[src/rtl/pts_tx_pkg.sv]
// Shared types and frame-layout helper for the parallel-to-serial transmit sequencer.
package pts_tx_pkg;

  localparam int unsigned MAX_DATA_BITS  = 16;
  localparam int unsigned MAX_FRAME_BITS = 20;
  localparam int unsigned FRAME_IDX_W    = 5;
  localparam int unsigned DATA_IDX_W     = 4;

  typedef enum logic {IDLE, SEND} tx_state_t;

  typedef logic [MAX_FRAME_BITS-1:0] frame_word_t;

  // Start bit at the top, data LSB-first below it, optional even parity, stop bits at the bottom.
  // Only the low 1+data_bits+parity_en+stop_bits bits of the result are meaningful.
  function automatic frame_word_t build_frame(
    input logic [MAX_DATA_BITS-1:0] data,
    input int unsigned              data_bits,
    input int unsigned              parity_en,
    input int unsigned              stop_bits
  );
    frame_word_t f;
    int unsigned fb;
    fb = 1 + data_bits + parity_en + stop_bits;
    f  = '0;
    for (int unsigned i = 0; i < 2; i++) begin
      if (i < stop_bits) f[FRAME_IDX_W'(i)] = 1'b1;
    end
    if (parity_en != 0) f[FRAME_IDX_W'(stop_bits)] = ^data;
    for (int unsigned i = 0; i < MAX_DATA_BITS; i++) begin
      if (i < data_bits) f[FRAME_IDX_W'(fb - 2 - i)] = data[DATA_IDX_W'(i)];
    end
    return f;
  endfunction

endpackage

[src/rtl/pts_tx_sequencer_bit_timer.sv]
// Clocks-per-bit counter with synchronous clear and a registered rollover flag.
module tx_bit_timer
  import pts_tx_pkg::*;
#(
  parameter int unsigned CLKS_PER_BIT = 10
) (
  input  logic clk,
  input  logic n_rst,
  input  logic clear_i,
  input  logic enable_i,
  output logic rollover_o
);

  localparam int unsigned CNT_W = $clog2(CLKS_PER_BIT);
  localparam logic [CNT_W-1:0] CNT_MAX = CNT_W'(CLKS_PER_BIT - 1);

  logic [CNT_W-1:0] cnt_q, cnt_d;
  logic             rollover_q;

  always_comb begin
    cnt_d = cnt_q;
    if (clear_i) begin
      cnt_d = '0;
    end else if (enable_i) begin
      cnt_d = (cnt_q == CNT_MAX) ? '0 : cnt_q + CNT_W'(1);
    end
  end

  // Flag is precomputed from the next count so it is high exactly while cnt_q == CNT_MAX.
  always_ff @(posedge clk) begin
    if (!n_rst) begin
      cnt_q      <= '0;
      rollover_q <= 1'b0;
    end else begin
      cnt_q      <= cnt_d;
      rollover_q <= (cnt_d == CNT_MAX);
    end
  end

  assign rollover_o = rollover_q;

endmodule

[src/rtl/pts_tx_sequencer.sv]
// Frame-level controller driving load/shift of an MSB-first parallel-to-serial shift register.
module pts_tx_sequencer
  import pts_tx_pkg::*;
#(
  parameter  int unsigned DATA_BITS    = 8,
  parameter  int unsigned CLKS_PER_BIT = 10,
  parameter  int unsigned PARITY_EN    = 0,
  parameter  int unsigned STOP_BITS    = 1,
  localparam int unsigned FRAME_BITS   = 1 + DATA_BITS + PARITY_EN + STOP_BITS
) (
  input  logic                  clk,
  input  logic                  n_rst,
  input  logic                  tx_valid,
  input  logic [DATA_BITS-1:0]  tx_data,
  output logic                  tx_ready,
  output logic                  load_enable,
  output logic                  shift_enable,
  output logic [FRAME_BITS-1:0] frame_out,
  output logic                  tx_busy,
  output logic                  tx_done
);

  localparam int unsigned BIT_W = $clog2(FRAME_BITS);
  localparam logic [BIT_W-1:0] BIT_LAST = BIT_W'(FRAME_BITS - 1);

  tx_state_t        state_q, state_d;
  logic [BIT_W-1:0] bit_cnt_q, bit_cnt_d;
  logic             rollover;
  frame_word_t      frame_full;
  logic             unused_frame_hi;

  tx_bit_timer #(
    .CLKS_PER_BIT(CLKS_PER_BIT)
  ) u_bit_timer (
    .clk       (clk),
    .n_rst     (n_rst),
    .clear_i   (load_enable),
    .enable_i  (tx_busy),
    .rollover_o(rollover)
  );

  assign frame_full      = build_frame(MAX_DATA_BITS'(tx_data), DATA_BITS, PARITY_EN, STOP_BITS);
  assign frame_out       = frame_full[FRAME_BITS-1:0];
  assign unused_frame_hi = ^(frame_full >> FRAME_BITS);

  always_ff @(posedge clk) begin
    if (!n_rst) begin
      state_q   <= IDLE;
      bit_cnt_q <= '0;
    end else begin
      state_q   <= state_d;
      bit_cnt_q <= bit_cnt_d;
    end
  end

  // Next state and Mealy handshake/strobe outputs; a load in the final cycle chains frames.
  always_comb begin
    state_d      = state_q;
    bit_cnt_d    = bit_cnt_q;
    tx_ready     = 1'b0;
    load_enable  = 1'b0;
    shift_enable = 1'b0;
    tx_busy      = 1'b0;
    tx_done      = 1'b0;
    case (state_q)
      IDLE: begin
        tx_ready = 1'b1;
      end
      SEND: begin
        tx_busy = 1'b1;
        if (rollover) begin
          if (bit_cnt_q == BIT_LAST) begin
            tx_done   = 1'b1;
            tx_ready  = 1'b1;
            state_d   = IDLE;
            bit_cnt_d = '0;
          end else begin
            shift_enable = 1'b1;
            bit_cnt_d    = bit_cnt_q + BIT_W'(1);
          end
        end
      end
      default: begin
        state_d   = IDLE;
        bit_cnt_d = '0;
      end
    endcase
    load_enable = tx_valid && tx_ready;
    if (load_enable) begin
      state_d   = SEND;
      bit_cnt_d = '0;
    end
  end

endmodule
[config.mk]
export PLATFORM = sky130hd
export DESIGN_NAME = pts_tx_sequencer
export DESIGN_NICKNAME = d
export VERILOG_FILES = /design/src/rtl/pts_tx_pkg.sv /design/src/rtl/pts_tx_sequencer_bit_timer.sv /design/src/rtl/pts_tx_sequencer.sv
export SDC_FILE = /design/constraint.sdc
export NUM_CORES = 1
export LEC_CHECK = 0
export BUFFER_PORTS_ARGS = -buffer_cell sky130_fd_sc_hd__buf_2
export CORE_MARGIN = 3
export CORE_UTILIZATION = 44
export CTS_CLUSTER_SIZE = 16
export DETAILED_ROUTE_END_ITERATION = 8
export PLACE_DENSITY_LB_ADDON = 0.15
export SLEW_MARGIN = 10
export SYNTH_ARGS = -nofsm -noshare
export SYNTH_HDL_FRONTEND = slang
export SYNTH_HIERARCHICAL = 1
export SYNTH_SLANG_ARGS = --single-unit
[constraint.sdc]
create_clock -name clk -period 1.9 [get_ports clk]
set_clock_uncertainty 0.2 [all_clocks]
set_input_delay 0.095 -clock clk [delete_from_list [all_inputs] [get_ports clk]]
set_output_delay 0.095 -clock clk [all_outputs]
set_load 0.01 [all_outputs]
Word level (Yosys, flattened, before mapping) --
Cells that the tools add are included.
Cells by class: add/sub/neg operators 2, equal/unequal tests 3, multiplexer cells 15, bitwise logic cells 2, reductions and logical operators 3
Operator list (number):
- $mux W4 | 4
- $eq A4 B4 Y1 const B | 3
- $mux W1 | 10
- $add A4 B1 Y4 const B | 2
- $not A1 Y1 | 2
- $pmux W1 S2 | 1
- $reduce_and A2 Y1 | 1
- $reduce_or A2 Y1 | 1
- $logic_and A1 B1 Y1 | 1
Word-level totals: flip-flop bits (word level) 10, bits of input ports 11, output and inout bits 15, word-level logic and storage cells 29

Depth between registers and ports, before layout --
depth in word-level cells 7, depth in mapped cells 5, gate-level depth less buffers 5

Modules after synthesis --
The synthesis kept the hierarchy.
Modules (own cells, without submodules):
- pts_tx_sequencer | instances 1, cells an instance 43, area an instance 365.4 sq um, seq. area each 100.1 sq um
- tx_bit_timer | instances 1, cells an instance 22, area an instance 209.0 sq um, seq. area each 100.1 sq um

Least setup slack after synthesis --
No wires, ideal clock.
path kind reg-to-reg, from register bit_cnt_q[1], to register u_bit_timer.rollover_q, in the netlist u_bit_timer/rollover_o, library setup time 0.096 ns, arrival time 1.457 ns, required time 1.604 ns, path slack 0.147 ns, cell stages (with the launch flop) 6, path buffers 0, clock period less this slack 1.753 ns, cells stage by stage dfxtp_1 -> and4bb_4 -> a21boi_0 -> nor2b_1 -> nand2b_1 -> nor4b_1
On the way: longest elaborated chain between the ends 7
Ends and longest elaborated chain:
- start, declared | line pts_tx_sequencer.sv:27 | logic [BIT_W-1:0] bit_cnt_q, bit_cnt_d;
- start signal, assigned | line pts_tx_sequencer.sv:52 | bit_cnt_q <= bit_cnt_d;
- $eq A4 B4 Y1 | line pts_tx_sequencer.sv:72 | if (bit_cnt_q == BIT_LAST) begin
- $mux W1 | line pts_tx_sequencer.sv:72
- $mux W1 | line pts_tx_sequencer.sv:71 | if (rollover) begin
- $pmux W1 S2 | line pts_tx_sequencer.sv:65 | case (state_q)
- $logic_and A1 B1 Y1 | line pts_tx_sequencer.sv:88 | load_enable = tx_valid && tx_ready;
- named net load_enable | line pts_tx_sequencer.sv:16 | output logic load_enable,
- $mux W4 | line pts_tx_sequencer_bit_timer.sv:22 | if (clear_i) begin
- $eq A4 B4 Y1 | line pts_tx_sequencer_bit_timer.sv:36 | rollover_q <= (cnt_d == CNT_MAX);
- end signal, assigned | line pts_tx_sequencer_bit_timer.sv:36
- end, declared | line pts_tx_sequencer_bit_timer.sv:18 | logic rollover_q;
The timed path passes the listed nets, and every way through them passes these cells. A chain may end at the register's enable or synchronous reset.

Worst setup path after layout --
from register bit_cnt_q[1], to register u_bit_timer.rollover_q, in the netlist u_bit_timer/rollover_o
On the way: longest elaborated chain between the ends 7
Ends and longest elaborated chain (line):
- $eq A4 B4 Y1 | pts_tx_sequencer.sv:72
- $mux W1 | pts_tx_sequencer.sv:72
- $mux W1 | pts_tx_sequencer.sv:71
- $pmux W1 S2 | pts_tx_sequencer.sv:65
- $logic_and A1 B1 Y1 | pts_tx_sequencer.sv:88
- $mux W4 | pts_tx_sequencer_bit_timer.sv:22
- $eq A4 B4 Y1 | pts_tx_sequencer_bit_timer.sv:36
No other way between the ends.

==> run metrics <==
status=finished clean; unrepaired setup endpoints after global routing=no; Synth warnings=6; vias=467; largest net degree at the start of global routing=7; clock slew at reported path FFs=70 ps; Filler cells=101; fin crit period=1621 ps; CP Capture Type=flop; ys flop type=dfxtp_1; Max FO, Critical Path=6; IO Port Bufs=7; GR Util All Layers=12.40%; Synth Area in XOR/XNOR=just over 6%; Worst setup SP type=flop; Avg Cell Area, Syn=8.835 µm²; r2r endpoint=u_bit_timer/rollover_o; Pleak=between 0.0002 and 0.0003 µW; drt pass-1 iters=2; met1 GRT Util=14.14%; Hold EP=u_bit_timer/cnt_q[3]; number of global-route vias before repair=405; H-tree Lvls=1; EDFF count, synth=0; die area=0.001775 mm²; sum of negative setup slack=0 ps; mux share of post-synthesis cell area=0%; layout cells sized above 1=31.65%; met2 Use GR=~18%; Hold Path Class=flop to flop; Worst EP arrival=about 1600 ps; critical path type=flop to flop; Yosys reg bits=10; Synth area leader=dfxtp_1; Setup Buffers After CTS=0; Max clock buf depth=2; Rows=12; Post-Synth Adder-Cell Area=0%; RePlAce Congestion=0.7211; hold_sp=u_bit_timer/cnt_q[3]; final hold viol count=0; core area=0.001171 mm²; CP required=between 1500 and 2000 ps; largest family of logic cells by synthesized area=simple AND/OR/NAND/NOR gates; Post-Synthesis Cell Area=about 570 µm²; Post-synth ARST share=0%; top cells by area, synth=dfxtp_1 35%, buf_4 13%, nor2_1 3.3%; Commonest cells post-synth=10 x buf_4, 10 x dfxtp_1, 5 x nor2_1; Synth top area share=34.86%; clock power share=41.1%; first-pass GRT wire length=between 1500 and 2000 µm; GR peak layer=met2; Starting Density=between 40% and 50%; fin util=61.00%; cells after synthesis=65; # nets final=91; ANT nets after route=0; Sequential Power Share=between 40% and 50%; total wire length=1025 µm; drt drc=0; hold depth=2; max frequency=0.6170 GHz; Max Cap Viol=0; Die Span X=42.13 µm; grt met3 use=7.296%; compound-cell area share of the yosys netlist=14.16%; diodes inserted=0; I/O pin count=26; Area Overhead vs Synth=24.40%; Crit path largest cell delay=390 ps; DR vias/cell=5.022; clock latency on the worst-skew pair=270 ps; antenna violations before repair=0; crit-path cells=and4bb_4, a21boi_2, nor2b_1, nand2b_1, nor4b_1; post-synth cell types=28; origin of the critical flop-to-flop path=bit_cnt_q[1]; R2R Setup Slk=280 ps; Crit-path slowest cell=dfxtp_1; reg2reg path depth=5; max-slew violations=0; net switching power figure=109.6 µW; root buffer cell=clkbuf_4; synthesized-area fraction occupied by and/or/nand/nor cells=between 20 and 30%; routed len/inst=11.02 µm; clock net sink count=10; die height=between 40 and 50 µm; Power Internal=361.2 µW; CTS tree=built; Sw Ratio=about a quarter; Final setup violation count=0; CTS Buf Count=3; Comb pwr share=between 10% and 20%; Tcrit/Tclk final=85.30%; register area share after synthesis=34.86%; DPL Wire Length=704.1 µm; Synthesized Nets=76; GRT Residual Overflow=0; Cell Pwr Density=658.9 mW/mm²; DR iter-0 viols=2; VDD IR-drop max=0.4989 mV
how the worst max path moves through the flow:
stage | startpoint | to | slack (ps) | cells after the start
2_1_floorplan | bit_cnt_q[1] | u_bit_timer/rollover_o | 150 | 5
4_1_cts | bit_cnt_q[1] | u_bit_timer/rollover_o | 110 | 5
6_report | bit_cnt_q[1] | u_bit_timer/rollover_o | 280 | 5
5_1_grt | bit_cnt_q[1] | u_bit_timer/rollover_o | 80 | 5
3_5_place_dp | bit_cnt_q[1] | u_bit_timer/rollover_o | 130 | 5
3_3_place_gp | bit_cnt_q[1] | u_bit_timer/rollover_o | 210 | 5
cell type report:
class	count	area [µm²]	area share (%)
flip-flops and latches	10	200.2	28.02
inverters	3	11.26	1.576
multi-input cells	42	291.5	40.81
clock buffers	4	36.28	5.079
well taps	14	17.52	2.452
repair buffers	20	157.7	22.07
flip-flops by register name (all words and copies together) (netlist names):
name / count
u_bit_timer/rollover_o: 1
bit_cnt_q: 4
u_bit_timer/cnt_q: 4
state_q: 1
routing by layer:
layer  up-vias  wire (µm)
li1        238          -
met1       202        461
met4         0         10
met3         2        117
met5         -          0
met2        25        436
through the flow:
stage,hold WS [ps],setup slack [ps],cells,power (µW),area [µm²]
5_1_grt,329.3,79.65,93,491.2,714.4
6_report,290.5,279.2,93,470.8,714.4
3_5_place_dp,-9.931,131.0,79,259.5,574.3
3_3_place_gp,-9.931,207.2,79,259.3,574.3
2_1_floorplan,12.79,146.6,65,264.4,574.3
4_1_cts,287.6,114.4,93,479.8,710.7
cells in the final DEF (no fill, tap or decap):
cell / n
a211o_1: 1
a21boi_2: 1
a21oi_1: 2
a21oi_2: 1
a311o_2: 1
a31oi_2: 1
and2b_2: 2
and3_2: 1
and4_2: 1
and4b_2: 1
and4bb_4: 1
buf_2: 7
buf_4: 3
clkbuf_4: 3
clkbuf_8: 1
conb_1: 2
dfxtp_1: 10
dlygate4sd3_1: 10
inv_1: 3
nand2_1: 3
nand2_2: 1
nand2b_1: 1
nand3_1: 2
nand3b_1: 2
nor2_1: 5
nor2b_1: 3
nor4b_1: 1
o21a_1: 1
o21ai_0: 3
or3_1: 1
xnor2_1: 2
xor2_1: 2
repair_timing:
item	CTS	global route
hold endpoints to repair	10	0
endpoints found under the setup margin	0	2
hold buffers	10	0
resized for setup	0	2
kinds of logic after synthesis:
logic type             after synthesis
XOR/XNOR                             4
AND/OR/NAND/NOR                     25
AO/OA/AOI/OAI                       11
buffers and inverters               13
flip-flops                          10
other                                2
power by group through the flow:
stage	Combinational [µW]	Clock (µW)	Sequential, µW
3_5_place_dp	37.1	0	222
2_1_floorplan	40.4	0	224
6_report	59.8	193	218
5_1_grt	64.0	209	218
3_3_place_gp	36.9	0	222
4_1_cts	59.2	203	217
worst max-delay path: cells and delay by family (launching register included):
family / cells / cell delay (ps)
AO/OA/AOI/OAI: 1 / 170
flip-flops: 1 / 390
AND/OR/NAND/NOR: 4 / 770
No activity file was read; power rests on OpenSTA's default activity.
